**config.mk**
```make
export PLATFORM = sky130hd
export DESIGN_NAME = io_output_bank_flat
export DESIGN_NICKNAME = d
export VERILOG_FILES = /design/src/rtl/io_pkg.sv /design/src/rtl/io_output_bank_if.sv /design/src/rtl/bin2bcd_seq.sv /design/src/rtl/io_output_bank.sv /design/src/flat_wrapper.sv
export SDC_FILE = /design/constraint.sdc
export NUM_CORES = 1
export LEC_CHECK = 0
export CELL_PAD_IN_SITES_DETAIL_PLACEMENT = 0
export CELL_PAD_IN_SITES_GLOBAL_PLACEMENT = 2
export CORE_MARGIN = 2
export CORE_UTILIZATION = 29
export CTS_CLUSTER_SIZE = 28
export DETAILED_ROUTE_END_ITERATION = 10
export GPL_TIMING_DRIVEN = 0
export PLACE_DENSITY = 0.74
export SLEW_MARGIN = 40
export SYNTH_ARGS = -nofsm -noshare
export SYNTH_HDL_FRONTEND = slang
export SYNTH_SLANG_ARGS = --single-unit
```
**constraint.sdc**
```tcl
create_clock -name io_clk -period 1.9 [get_ports io_clk]
set_clock_uncertainty 0.05 [all_clocks]
set_input_delay 0.19 -clock io_clk [delete_from_list [all_inputs] [get_ports io_clk]]
set_output_delay 0.19 -clock io_clk [all_outputs]
set_load 0.1 [all_outputs]
```
**src/rtl/io_pkg.sv**
```systemverilog
`default_nettype none
// ============================================================================
// Module      : io_pkg
// Description : Shared definitions for the I/O output-port bank. Contains the
//               converter state encoding, the default base address, the STATUS
//               field layout and the register-offset helpers.
// Revision    : 1.0 - initial release
// ============================================================================
package io_pkg;

  // States of the sequential binary-to-BCD converter.
  typedef enum logic [1:0] {
    ST_IDLE  = 2'd0,
    ST_SHIFT = 2'd1,
    ST_DONE  = 2'd2
  } bcd_state_e;

  // Byte address of port 0.
  localparam logic [31:0] DEFAULT_BASE_ADDR = 32'h0000_0080;

  // Field layout of the read-only STATUS register.
  localparam int STATUS_BUSY_BIT = 0;
  localparam int STATUS_CNT_LSB  = 8;
  localparam int STATUS_CNT_W    = 8;

  // The MODE register immediately follows the last PORT register.
  function automatic int unsigned mode_word_offset(input int unsigned num_ports);
    return num_ports;
  endfunction

  // The STATUS register immediately follows MODE.
  function automatic int unsigned status_word_offset(input int unsigned num_ports);
    return num_ports + 1;
  endfunction

endpackage
`default_nettype wire

```
**src/rtl/io_output_bank_if.sv**
```systemverilog
`default_nettype none
// ============================================================================
// Module      : io_output_bank_if
// Description : CPU I/O-space bus between the CPU data path and the output
//               port bank: byte address, write data, write strobe and the
//               combinational readback data.
// Revision    : 1.0 - initial release
// ============================================================================
interface io_output_bank_if;
  logic [31:0] addr;
  logic [31:0] datain;
  logic        write_io_enable;
  logic [31:0] rdata;

  modport master (output addr, output datain, output write_io_enable, input rdata);
  modport slave  (input addr, input datain, input write_io_enable, output rdata);
endinterface
`default_nettype wire

```
**src/rtl/bin2bcd_seq.sv**
```systemverilog
`default_nettype none
// ============================================================================
// Module      : bin2bcd_seq
// Description : Sequential double-dabble binary-to-BCD converter. The raw
//               switch input is synchronised with two flops; every time the
//               synchronised value differs from the last converted value a new
//               conversion runs (IN_W shift cycles plus one commit cycle).
// Revision    : 1.0 - initial release
// ============================================================================
module bin2bcd_seq
  import io_pkg::*;
#(
  parameter int IN_W       = 8,
  parameter int NUM_DIGITS = 3
) (
  input  wire logic                    io_clk,
  input  wire logic                    clrn,
  input  wire logic [IN_W-1:0]         i_in_port,
  output logic      [4*NUM_DIGITS-1:0] o_digits,
  output logic      [7:0]              o_conv_count,
  output logic                         o_busy
);

  localparam int ACC_W = 4 * NUM_DIGITS;
  localparam int CNT_W = $clog2(IN_W + 1);
  localparam logic [CNT_W-1:0] LAST_SHIFT = CNT_W'(IN_W - 1);

  logic [IN_W-1:0]       r_sync1;
  logic [IN_W-1:0]       r_sync2;
  logic [IN_W-1:0]       r_last;
  logic [IN_W-1:0]       r_shift;
  logic [ACC_W-1:0]      r_acc;
  logic [CNT_W-1:0]      r_cnt;
  logic [ACC_W-1:0]      r_digits;
  logic [7:0]            r_conv_count;
  bcd_state_e            r_state;
  bcd_state_e            w_next_state;
  logic [ACC_W-1:0]      w_acc_adj;
  logic [ACC_W+IN_W-1:0] w_cat;

  // Two-flop synchroniser for the asynchronous switch input.
  always_ff @(posedge io_clk or negedge clrn) begin
    if (!clrn) begin
      r_sync1 <= '0;
      r_sync2 <= '0;
    end else begin
      r_sync1 <= i_in_port;
      r_sync2 <= r_sync1;
    end
  end

  // Converter state register.
  always_ff @(posedge io_clk or negedge clrn) begin
    if (!clrn) r_state <= ST_IDLE;
    else       r_state <= w_next_state;
  end

  // Next-state logic: a new value starts a run, the last shift moves to commit.
  always_comb begin
    w_next_state = r_state;
    case (r_state)
      ST_IDLE:  if (r_sync2 != r_last) w_next_state = ST_SHIFT;
      ST_SHIFT: if (r_cnt == LAST_SHIFT) w_next_state = ST_DONE;
      ST_DONE:  w_next_state = ST_IDLE;
      default:  w_next_state = ST_IDLE;
    endcase
  end

  // Add-3 correction on every nibble of 5 or more, then shift one bit in.
  always_comb begin
    w_acc_adj = r_acc;
    for (int d = 0; d < NUM_DIGITS; d++) begin
      if (r_acc[4*d +: 4] >= 4'd5) w_acc_adj[4*d +: 4] = r_acc[4*d +: 4] + 4'd3;
    end
    w_cat = {w_acc_adj, r_shift} << 1;
  end

  // Conversion datapath: capture, shift and commit of the finished digits.
  always_ff @(posedge io_clk or negedge clrn) begin
    if (!clrn) begin
      r_last       <= '0;
      r_shift      <= '0;
      r_acc        <= '0;
      r_cnt        <= '0;
      r_digits     <= '0;
      r_conv_count <= '0;
    end else begin
      case (r_state)
        ST_IDLE: begin
          if (r_sync2 != r_last) begin
            r_shift <= r_sync2;
            r_last  <= r_sync2;
            r_acc   <= '0;
            r_cnt   <= '0;
          end
        end
        ST_SHIFT: begin
          r_acc   <= w_cat[IN_W +: ACC_W];
          r_shift <= w_cat[IN_W-1:0];
          r_cnt   <= r_cnt + CNT_W'(1);
        end
        ST_DONE: begin
          r_digits     <= r_acc;
          r_conv_count <= r_conv_count + 8'd1;
        end
        default: ;
      endcase
    end
  end

  assign o_digits     = r_digits;
  assign o_conv_count = r_conv_count;
  assign o_busy       = (r_state == ST_SHIFT) || (r_state == ST_DONE);

endmodule
`default_nettype wire

```
**src/rtl/io_output_bank.sv**
```systemverilog
`default_nettype none
// ============================================================================
// Module      : io_output_bank
// Description : Memory-mapped output-port bank. Holds NUM_PORTS CPU-writable
//               port registers and a MODE register that routes BCD digits of
//               the switch input onto individual ports. STATUS exposes the
//               converter busy flag and its conversion counter.
// Revision    : 1.0 - initial release
// ============================================================================
module io_output_bank
  import io_pkg::*;
#(
  parameter int          NUM_PORTS  = 6,
  parameter int          PORT_W     = 4,
  parameter int          IN_W       = 8,
  parameter int          NUM_DIGITS = 3,
  parameter int          ADDR_W     = 8,
  parameter logic [31:0] BASE_ADDR  = DEFAULT_BASE_ADDR
) (
  input  wire logic                        io_clk,
  input  wire logic                        clrn,
  io_output_bank_if.slave                  bus,
  input  wire logic [IN_W-1:0]             in_port,
  output logic      [NUM_PORTS*PORT_W-1:0] out_port,
  output logic                             bcd_busy
);

  localparam int OFF_W = ADDR_W - 2;
  localparam logic [OFF_W-1:0] BASE_WORD  = BASE_ADDR[ADDR_W-1:2];
  localparam logic [OFF_W-1:0] MODE_OFF   = OFF_W'(mode_word_offset(NUM_PORTS));
  localparam logic [OFF_W-1:0] STATUS_OFF = OFF_W'(status_word_offset(NUM_PORTS));

  logic [PORT_W-1:0]       r_port [NUM_PORTS];
  logic [NUM_PORTS-1:0]    r_mode;
  logic [OFF_W-1:0]        w_word;
  logic [OFF_W-1:0]        w_off;
  logic                    w_in_range;
  logic                    w_port_hit;
  logic                    w_mode_hit;
  logic                    w_status_hit;
  logic [31:0]             w_rdata;
  logic [4*NUM_DIGITS-1:0] w_digits;
  logic [7:0]              w_conv_count;
  logic                    w_busy;
  logic                    w_unused;

  bin2bcd_seq #(
    .IN_W       (IN_W),
    .NUM_DIGITS (NUM_DIGITS)
  ) u_bin2bcd (
    .io_clk       (io_clk),
    .clrn         (clrn),
    .i_in_port    (in_port),
    .o_digits     (w_digits),
    .o_conv_count (w_conv_count),
    .o_busy       (w_busy)
  );

  // Word decode: only addr[ADDR_W-1:2] takes part; everything below BASE misses.
  always_comb begin
    w_word       = bus.addr[ADDR_W-1:2];
    w_in_range   = (w_word >= BASE_WORD);
    w_off        = w_word - BASE_WORD;
    w_port_hit   = w_in_range && (w_off < OFF_W'(NUM_PORTS));
    w_mode_hit   = w_in_range && (w_off == MODE_OFF);
    w_status_hit = w_in_range && (w_off == STATUS_OFF);
  end

  // CPU-writable register file; STATUS and unmapped writes fall through.
  always_ff @(posedge io_clk or negedge clrn) begin
    if (!clrn) begin
      for (int i = 0; i < NUM_PORTS; i++) r_port[i] <= '0;
      r_mode <= '0;
    end else if (bus.write_io_enable) begin
      for (int i = 0; i < NUM_PORTS; i++) begin
        if (w_port_hit && (w_off == OFF_W'(i))) r_port[i] <= bus.datain[PORT_W-1:0];
      end
      if (w_mode_hit) r_mode <= bus.datain[NUM_PORTS-1:0];
    end
  end

  // Combinational readback; PORT reads return the shadow value regardless of MODE.
  always_comb begin
    w_rdata = '0;
    if (w_port_hit) begin
      for (int i = 0; i < NUM_PORTS; i++) begin
        if (w_off == OFF_W'(i)) w_rdata = 32'(r_port[i]);
      end
    end else if (w_mode_hit) begin
      w_rdata = 32'(r_mode);
    end else if (w_status_hit) begin
      w_rdata[STATUS_BUSY_BIT]                = w_busy;
      w_rdata[STATUS_CNT_LSB +: STATUS_CNT_W] = w_conv_count;
    end
  end

  assign bus.rdata = w_rdata;
  assign bcd_busy  = w_busy;

  // Per-port source select; ports beyond the converter's digit count read 0 in BCD mode.
  for (genvar gi = 0; gi < NUM_PORTS; gi++) begin : g_port
    logic [3:0] w_digit;
    if (gi < NUM_DIGITS) begin : g_bcd
      assign w_digit = w_digits[4*gi +: 4];
    end else begin : g_zero
      assign w_digit = 4'd0;
    end
    assign out_port[gi*PORT_W +: PORT_W] = r_mode[gi] ? PORT_W'(w_digit) : r_port[gi];
  end

  // Bus bits outside the decoded/written range are intentionally ignored.
  assign w_unused = &{1'b0, bus.addr, bus.datain, w_digits};

endmodule
`default_nettype wire

```
**src/flat_wrapper.sv**
```systemverilog
// flat-port wrapper written by rule: the top's interface ports become plain ports
module io_output_bank_flat import io_pkg::*;
#(
  parameter int          NUM_PORTS  = 6,
  parameter int          PORT_W     = 4,
  parameter int          IN_W       = 8,
  parameter int          NUM_DIGITS = 3,
  parameter int          ADDR_W     = 8,
  parameter logic [31:0] BASE_ADDR  = DEFAULT_BASE_ADDR
)
  (io_clk, clrn, in_port, out_port, bcd_busy, bus_addr, bus_datain, bus_write_io_enable, bus_rdata);
  io_output_bank_if bus_i ();
  input  wire logic io_clk;
  input  wire logic clrn;
  input  wire logic [IN_W-1:0] in_port;
  output logic      [NUM_PORTS*PORT_W-1:0] out_port;
  output logic bcd_busy;
  input wire logic [$bits(bus_i.addr)-1:0] bus_addr;
  input wire logic [$bits(bus_i.datain)-1:0] bus_datain;
  input wire logic [$bits(bus_i.write_io_enable)-1:0] bus_write_io_enable;
  output wire logic [$bits(bus_i.rdata)-1:0] bus_rdata;
  assign bus_i.addr = bus_addr;
  assign bus_i.datain = bus_datain;
  assign bus_i.write_io_enable = bus_write_io_enable;
  assign bus_rdata = bus_i.rdata;
  io_output_bank #(.NUM_PORTS(NUM_PORTS), .PORT_W(PORT_W), .IN_W(IN_W), .NUM_DIGITS(NUM_DIGITS), .ADDR_W(ADDR_W), .BASE_ADDR(BASE_ADDR)) u_core (.io_clk(io_clk), .clrn(clrn), .bus(bus_i), .in_port(in_port), .out_port(out_port), .bcd_busy(bcd_busy));
endmodule
```
Yosys cells after proc, flatten, opt, wreduce, memory -nomap -nowiden --
Cells that the tools add are included.
Storage, ports and cells: flip-flop bits (word level) 100, bits in latches 0, bits in writable memories 0, memory bits (read-only) 0, output and inout port bits 57, word-level logic and storage cells 93, memories kept 0
Cells by class: $add $sub $neg 6, $mul 0, div/mod/pow operators 0, magnitude comparators 5, equality and inequality tests 13, shifts and indexed selects 0, muxes and demuxes 30, bitwise operators 0, reductions and logical operators 23
Operators with widths (count):
- $mux W32 | 6
- $mux W4 | 10
- $eq A6 B3 Y1 const B | 4
- $mux W8 | 3
- $pmux W12 S2 | 1
- $reduce_and A2 Y1 | 10
- $pmux W8 S2 | 1
- $eq A6 B2 Y1 const B | 2
- $ge A4 B3 Y1 const B | 3
- $mux W12 | 1
- $logic_and A1 B1 Y1 | 9
- $add A4 B2 Y4 const B | 2
- $add A8 B1 Y8 const B | 1
- $ne A8 B8 Y1 | 1
- $pmux W4 S2 | 1
- $eq A6 B1 Y1 const B | 1
- $ge A6 B6 Y1 const B | 1
- $logic_not A6 Y1 | 1
- $lt A6 B3 Y1 const B | 1
- $sub A6 B6 Y6 const B | 1
- $mux W5 | 1
- $add A4 B1 Y4 const B | 1
- $eq A4 B3 Y1 const B | 1
- $mux W2 | 2
- 10 further kinds | 12

Logic depth before layout (Yosys ltp) --
Gate-level depths: netlist of the first run.
depth in word-level cells 9, depth in mapped cells 8

Cells and area by module --
From an unflattened synthesis of the first run, not the netlist that was laid out.
Unflattened totals: cells, all modules 469, area total of the unflattened synthesis 5265.0 µm²
By module, submodules not included:
- bin2bcd_seq | instances 1, cells an instance 287, area an instance 3342.0 µm², seq. area each 1751.7 µm²
- io_output_bank | instances 1, cells an instance 182, area an instance 1923.1 µm², seq. area each 750.7 µm²

Worst setup path after synthesis of the first run --
Ideal clock, no wire load.
kind register to output, start point register u_core.u_bin2bcd.r_state[0], end point output bus_rdata[0], data arrival time 2.945 ns, required time 1.660 ns, slack -1.285 ns, cell stages (with the launch flop) 6, buffers on the path 0, cell sequence dfrtp_1 > inv_1 > ha_1 > mux4_2 > mux2i_1 > nor2_1
Between the ends: cells in the longest elaborated chain, start to end 5, elaborated cells between the ends (all ways) 6, classes of those cells eq/ne: 2; mux: 3; reduce/logical: 1
Ends and longest elaborated chain:
- from (decl) | line bin2bcd_seq.sv:36 | bcd_state_e r_state;
- from (signal assigned) | line bin2bcd_seq.sv:55 | else r_state <= w_next_state;
- $eq A2 B1 Y1 / $eq A2 B2 Y1 (equally long branches) | line bin2bcd_seq.sv:113 | assign o_busy = (r_state == ST_SHIFT) || (r_state == ST_DONE);
- $logic_or A1 B1 Y1 (*) | line bin2bcd_seq.sv:113
- net bcd_busy | line flat_wrapper.sv:17 | output logic bcd_busy;
- $mux W1 (*) | line io_output_bank.sv:91 | end else if (w_status_hit) begin
- $mux W1 (*) | line io_output_bank.sv:89 | end else if (w_mode_hit) begin
- $mux W32 (*) | line io_output_bank.sv:85 | if (w_port_hit) begin
- to (decl) | line flat_wrapper.sv:21 | output wire logic [$bits(bus_i.rdata)-1:0] bus_rdata;
The timed path passes the listed nets; every way through them passes the cells marked *.

Worst setup path after layout of the first run --
start point register u_core.u_bin2bcd.r_state[0], end point output bus_rdata[0]
Between the ends: cells in the longest elaborated chain, start to end 5, elaborated cells between the ends (all ways) 6, classes of those cells eq/ne: 2; mux: 3; reduce/logical: 1
Ends and longest elaborated chain (line):
- $eq A2 B1 Y1 / $eq A2 B2 Y1 (equally long branches) | bin2bcd_seq.sv:113
- $logic_or A1 B1 Y1 (*) | bin2bcd_seq.sv:113
- $mux W1 (*) | io_output_bank.sv:91
- $mux W1 (*) | io_output_bank.sv:89
- $mux W32 (*) | io_output_bank.sv:85
Mark *: on every way between the ends. The rest lies on a longest branch, timed or not.

==> results of run 1 <==
-- layout by cell type (no fill, tap or decap), types with 8 or more instances in the layout --
cell type and count:
sky130_fd_sc_hd__nand3_1 10, sky130_fd_sc_hd__a22o_1 10, sky130_fd_sc_hd__clkdlybuf4s50_1 15, sky130_fd_sc_hd__xnor2_2 8, sky130_fd_sc_hd__nor2b_2 13, sky130_fd_sc_hd__nand2_1 30, sky130_fd_sc_hd__mux2_2 66, sky130_fd_sc_hd__buf_2 33
sky130_fd_sc_hd__ha_1 8, sky130_fd_sc_hd__inv_1 11, sky130_fd_sc_hd__conb_1 18, sky130_fd_sc_hd__dfrtp_1 99, sky130_fd_sc_hd__nand2b_1 13, sky130_fd_sc_hd__a21oi_1 9, sky130_fd_sc_hd__buf_4 34, sky130_fd_sc_hd__clkbuf_16 9
sky130_fd_sc_hd__buf_12 8
-- worst max path at each step --
stage,to,slack [ps],depth (start not counted)
floorplan,bus_rdata[4],-290,4
global placement,u_core.u_bin2bcd.o_conv_count[7],-3190,1
detailed placement,bus_rdata[3],-700,6
CTS,bus_rdata[0],-330,6
global route,bus_rdata[0],-360,6
finish,bus_rdata[0],-300,6
-- area by class of cell --
class                      instances  area (um2)  area share
buffer                            37         277      0.0405
sequential                       100        2500       0.366
tap                              225         282      0.0412
multi-input combinational        302        2700       0.396
timing repair buffer              77         738       0.108
inverter                          14        52.6     0.00769
clock inverter                     6        48.8     0.00714
clock buffer                      10         229      0.0335
-- power by group through the flow --
stage	logic [mW]	registers (mW)	clock network (mW)
after global placement	3.57	3.05	0
after floorplan	2.85	2.93	0
after global routing	4.32	3.14	1.89
after CTS	3.83	3.05	1.81
after detailed placement	3.54	3.07	0
final	3.99	3.06	1.74
-- sequential cells by signal, indices dropped and copies added (netlist names) --
| signal | cells |
|---|---|
| u_core.r_port | 24 |
| u_core.u_bin2bcd.o_digits | 12 |
| u_core.u_bin2bcd.r_acc | 12 |
| u_core.u_bin2bcd.o_conv_count | 8 |
| u_core.u_bin2bcd.r_last | 8 |
| u_core.u_bin2bcd.r_shift | 8 |
| u_core.u_bin2bcd.r_sync1 | 8 |
| u_core.u_bin2bcd.r_sync2 | 8 |
| u_core.r_mode | 6 |
| u_core.u_bin2bcd.r_cnt | 4 |
| u_core.u_bin2bcd.r_state | 2 |
-- worst reg2reg max path, cell delays in order, from the launching register on --
cell and delay [ps]:
sky130_fd_sc_hd__dfrtp_1 440, sky130_fd_sc_hd__xnor2_2 240, sky130_fd_sc_hd__nand4_4 190, sky130_fd_sc_hd__o31ai_4 320, sky130_fd_sc_hd__buf_12 160, sky130_fd_sc_hd__mux2_2 330
-- through the flow --
step	total power [mW]	worst slack (ps)	cell area, um2	hold WS, ps
3_5_place_dp	6.61	-705	6030	65.3
2_1_floorplan	5.78	-292	5310	-156
5_1_grt	9.35	-360	6830	218
6_report	8.80	-299	6830	228
3_3_place_gp	6.61	-3190	6190	282
4_1_cts	8.69	-328	6700	212
-- layer usage --
metal  share of wire  global-route usage  vias up
met1            0.49               0.206     1857
li1                -                   -     1736
met5               0                   0        -
met2            0.47               0.211       66
met4           0.012              0.0510        0
met3           0.027              0.0177       12
-- timing repair --
| item | in CTS | in global routing |
|---|---|---|
| endpoints found under the setup margin | 59 | 47 |
| pin swaps | 8 | 13 |
| hold endpoints to repair | 47 | 0 |
| resized for setup | 79 | 37 |
| buffers inserted | 10 | 5 |
| hold buffers | 1 | 0 |
-- cells by family (layout without fill, tap and decap cells) --
logic type / count (synthesis) / count (layout) / share of synthesized area
compound gates: 53 / 53 / 0.0829
xor+xnor: 20 / 20 / 0.0339
fa+ha+maj: 11 / 11 / 0.0266
buf+inv: 53 / 144 / 0.0567
flops: 100 / 100 / 0.484
mux: 81 / 81 / 0.185
other cells: 1 / 18 / 0.000726
simple gates: 119 / 119 / 0.130
==> reports/metrics.cfg, run 1 <==
[power]
power_switching_mw = 3.68
switching_share = 0.418
internal-power_mw = 5.12
p_per_area_mw_per_mm2 = 1290
share_of_power_burned_in_combinational_logic = 0.454
leakage_nw = 3.17
clock_power_share = 0.198
peakVddDrop_mv = 0.854
power.sequential.fraction = 0.348

[synth]
synth.most_common_cell = sky130_fd_sc_hd__dfrtp_1
synth_area_per_cell_um2 = 11.8
ys_seq_area_frac = 0.484
synth-seq-cells = 100
synth_top_area_cell = sky130_fd_sc_hd__dfrtp_1
synth_ff_type = sky130_fd_sc_hd__dfrtp_1
yosysUniqueCellTypes = 48
synth-edff-count = 0
synth_top_cell_area_share = 0.484
synth.top_cells.by_area = sky130_fd_sc_hd__dfrtp_1 48%, sky130_fd_sc_hd__mux2_2 14%, sky130_fd_sc_hd__ha_1 2.7%
synthesis.area_mm2 = 0.00516
syn_inst = 438
postSynth.asyncResetShare = 1.00
synth_common_cells = 100 x sky130_fd_sc_hd__dfrtp_1, 66 x sky130_fd_sc_hd__mux2_2, 30 x sky130_fd_sc_hd__nand2_1
yosys_warnings = 0

[place]
place_hpwl_um = 8960
port_buffers = 60
place.gp.congestion = 0.800
placedCellCount = 741

[worst_setup_path]
ff2ff_path_depth = 5
worstReg2RegStart = u_core.u_bin2bcd.r_sync2[1]
crit_required_ps = 1660
worstSetupPathType = register to output port
timing.critical_path.buf_inv = 2
worst_setup_path_end_kind = output port
cp_slowest_cell = sky130_fd_sc_hd__mux4_2
rrSetupSlack_ps = 60
critical-path-top-delay-family = multiplexers
worst_path_largest_cell_delay_ps = 490
cp-start-kind = register
worstPathCellList = inv_2, ha_4, mux4_2, mux2i_4, nor2_4, buf_12
regToRegEndpoint = u_core.u_bin2bcd.r_acc[2]
path_max_fanout = 3
arrival_time_reported_for_the_critical_path_endpoint_ps = 1960
crit_path_start = u_core.u_bin2bcd.r_state[0]

[timing]
final_period_minus_worst_setup_slack_ps = 2200
timing.fmax_mhz = 455
timing_hold_violations_final = 0
post-route-period-util = 1.16
worst-slew-pin-transition_ps = 603
final-setup-viol-count = 4
setup_tns_ps = -378
slew_headroom = 0.595
grt_setup_unrepaired = true
layout_setup_ws_ps = -299
final-max-slew-violation-count = 0

[grt]
grt_first_pass_wirelength_um = 20300
number_of_global_route_vias_before_repair = 3739
grt_max_degree = 54
antenna_found_initial = 0
global_route.usage.total = 0.140
globalRoute.totalOverflow = 0

[finish]
finish.utilization = 0.394
diodes = 0
flow.area_growth_from_synthesis_pct = 32.3
drive_gt1_frac = 0.432
final_net_count = 627
nFillCells = 1638
final_cell_count_no_fill = 771

[detailed_routing]
wire_per_inst_um = 16.1
route.detailed.vias_per_inst = 4.76
detail_route.wirelength_um = 12400
routed-via-count = 3671
ant_nets = 0
dr.first_iter.drc_count = 183
drcViolationCount = 0
detailedRoute.firstPassIterationCount = 4

[min_path]
worst_hold_class = primary input to register
hold_depth = 1
hold_path_startpoint = in_port[0]
hold_path_end = u_core.u_bin2bcd.r_sync1[0]

[status]
outcome = finished with violations
failed_checks = setup timing

[die]
start_util = 0.298
design.die.area_mm2 = 0.0189
die_h_um = 137
die_width_um = 137
floorplan.core_area_mm2 = 0.0174
std_cell_rows = 48
pin_count = 132

[clock_network]
clock_sink_count = 100
cts.htree.levels = 3
cts.reportedPaths.clkPinSlew_ps = 70
clockRootBuffer = sky130_fd_sc_hd__clkbuf_16
insertion_delay_ps = 350
numCtsBuffers = 9
cts-root-to-sink-buffers = 2
tritoncts = yes

[flow_run]
max-cap-violations = 0

Note: power is estimated with default switching activity, not from simulation.
==> run 2, diff against run 1 <==
- CORE_UTILIZATION: 29 -> 34
- PLACE_DENSITY: 0.74 -> 0.82
- clock period: 1.9 -> 2.6 ns (I/O delays scaled with it)
==> reports/metrics.cfg, run 2 (synthesis results as in run 1) <==
[finish]
flow.area_growth_from_synthesis_pct = 21.2
layout.cells.most_common_list = 100 x sky130_fd_sc_hd__dfrtp_1, 66 x sky130_fd_sc_hd__mux2_2, 38 x sky130_fd_sc_hd__buf_2
final_net_count = 614  ; -2.1%
largest_reg_flops = 24  ; unchanged
diodes = 0  ; unchanged
finish.utilization = 0.416  ; +0.0228
layout_commonest_cell = sky130_fd_sc_hd__dfrtp_1
max_flop_register = u_core.r_port
drive_gt1_frac = 0.321  ; -0.111

[power]
p_per_area_mw_per_mm2 = 980  ; -24%
peakVddDrop_mv = 0.447  ; -48%
leakage_nw = 2.97  ; -6.1%

[timing]
timing.fmax_mhz = 401
slew_headroom = 0.526  ; -0.0687
worst-slew-pin-transition_ps = 705  ; +102 ps
timing_hold_violations_final = 0  ; unchanged
layout_setup_ws_ps = 108  ; +407 ps
holdWs_ps = 296  ; +67.8 ps
grt_setup_unrepaired = false
final-setup-viol-count = 0  ; -4
final_period_minus_worst_setup_slack_ps = 2490
post-route-period-util = 0.958
final-max-slew-violation-count = 0  ; unchanged

[clock_network]
cts-root-to-sink-buffers = 2  ; unchanged
clock_sink_count = 100  ; unchanged
tritoncts = yes
numCtsBuffers = 9  ; unchanged
cts.htree.levels = 3  ; unchanged
insertion_delay_ps = 350  ; about the same
clockRootBuffer = sky130_fd_sc_hd__clkbuf_16
cts.reportedPaths.clkPinSlew_ps = 70  ; about the same
post-cts-setup-buffers = 0  ; -10

[place]
place_hpwl_um = 8620  ; -3.8%
post-place-ws_ps = -15.7  ; +689 ps
port_buffers = 60  ; unchanged
place.gp.congestion = 0.810  ; +1.2%

[detailed_routing]
route.detailed.vias_per_inst = 5.00  ; +5.1%
routed-via-count = 3607  ; -1.7%
drcViolationCount = 0  ; unchanged
detail_route.wirelength_um = 11800  ; -4.6%
wire_per_inst_um = 16.4  ; +2.0%
detailedRoute.firstPassIterationCount = 4  ; unchanged
dr.first_iter.drc_count = 227  ; +24%
ant_nets = 0  ; unchanged

[worst_setup_path]
path_max_fanout = 3  ; unchanged
arrival_time_reported_for_the_critical_path_endpoint_ps = 2180  ; +220 ps
ff2ff_path_depth = 6  ; +1
cp-start-kind = register
crit_required_ps = 2290  ; +630 ps
worstSetupPathType = register to output port
worst_setup_path_end_kind = output port
worstReg2RegStart = u_core.u_bin2bcd.r_state[0]
rrSetupSlack_ps = 340  ; +280 ps
regToRegEndpoint = u_core.u_bin2bcd.r_acc[6]

[die]
floorplan.core_area_mm2 = 0.0150  ; -13%
pin_count = 132  ; unchanged
start_util = 0.344  ; +0.0460
die_width_um = 127  ; -7.4%
design.die.area_mm2 = 0.0162  ; -14%
std_cell_rows = 45  ; -6.3%
die_h_um = 127  ; -7.4%

[grt]
globalRoute.totalOverflow = 0  ; unchanged
grt_first_pass_wirelength_um = 19400  ; -4.6%
number_of_global_route_vias_before_repair = 3655  ; -2.2%
global_route.usage.total = 0.153  ; +0.0134
grt_max_degree = 78  ; +44%
antenna_found_initial = 0  ; unchanged

[min_path]
worst_hold_class = primary input to async pin

[status]
outcome = finished, final reports clean

[flow_run]
max-cap-violations = 0  ; unchanged

-- run 2: cell types whose count changed in the layout (fill, tap and decap cells not counted), sizes merged --
cell / change
buf: -27
bufinv: +1
clkbuf: +14
clkdlybuf4s15: -1
clkdlybuf4s50: +5
clkinv: +1
clkinvlp: -2
dlygate4sd2: -1
dlymetal6s2s: -3
-- run 2: metal layers --
layer,up-vias,part of all wire,track usage
met5,-,0,0
met4,0,0.0095,0.0381
met2,77,0.48,0.253
met1,1812,0.47,0.206
li1,1709,-,-
met3,9,0.040,0.0348
-- run 2: final cells by class --
type                       instances  area (um2)
buffer                            39         243
clock buffer                      10         239
clock inverter                     6        70.1
fill                            1424        8770
inverter                          14        52.6
multi-input combinational        302        2450
sequential                       100        2500
tap                              188         235
timing repair buffer              62         468
-- run 2: worst max-delay path by stage --
stage                     slack (ps)  cells after the start                     endpoint                   startpoint
after global routing              30                      6                bus_rdata[15]                  bus_addr[7]
after global placement         -2570                      1  u_core.u_bin2bcd.r_sync1[0]                         clrn
final                            110                      6                 bus_rdata[0]  u_core.u_bin2bcd.r_state[0]
after floorplan                 -700                      4                 bus_rdata[4]                  bus_addr[3]
after CTS                         40                      6                 bus_rdata[2]                  bus_addr[2]
after detailed placement         -20                      6                bus_rdata[13]                  bus_addr[7]
-- run 2: through the flow --
stage	setup TNS (ps)	cell area, um2	instances	power [mW]
3_3_place_gp	-265140	6080	703	4.80
3_5_place_dp	-82.7	5920	704	4.80
5_1_grt	0	6260	721	6.53
2_1_floorplan	-1390	5240	455	4.20
6_report	0	6260	721	6.13
4_1_cts	0	6240	721	6.20
-- run 2: power breakdown --
| group | switching, mW | total, mW | internal, mW |
|---|---|---|---|
| combinational | 1.62 | 2.53 | 0.907 |
| clock | 0.600 | 1.38 | 0.781 |
| sequential | 0.317 | 2.22 | 1.91 |
| total | 2.54 | 6.13 | 3.59 |
-- run 2: worst max-delay path, cell delays in order (launching register included) --
cell                      delay, ps
sky130_fd_sc_hd__dfrtp_1        350
sky130_fd_sc_hd__inv_1           70
sky130_fd_sc_hd__ha_1           340
sky130_fd_sc_hd__mux4_2         470
sky130_fd_sc_hd__mux2i_1        260
sky130_fd_sc_hd__nor2_4          40
sky130_fd_sc_hd__buf_2          290
-- run 2: what timing repair did --
item	CTS	global route
hold buffers	1	0
endpoints found under the hold margin	23	0
gates resized for setup	1	10
endpoints found under the setup margin	8	10
cloned	0	0
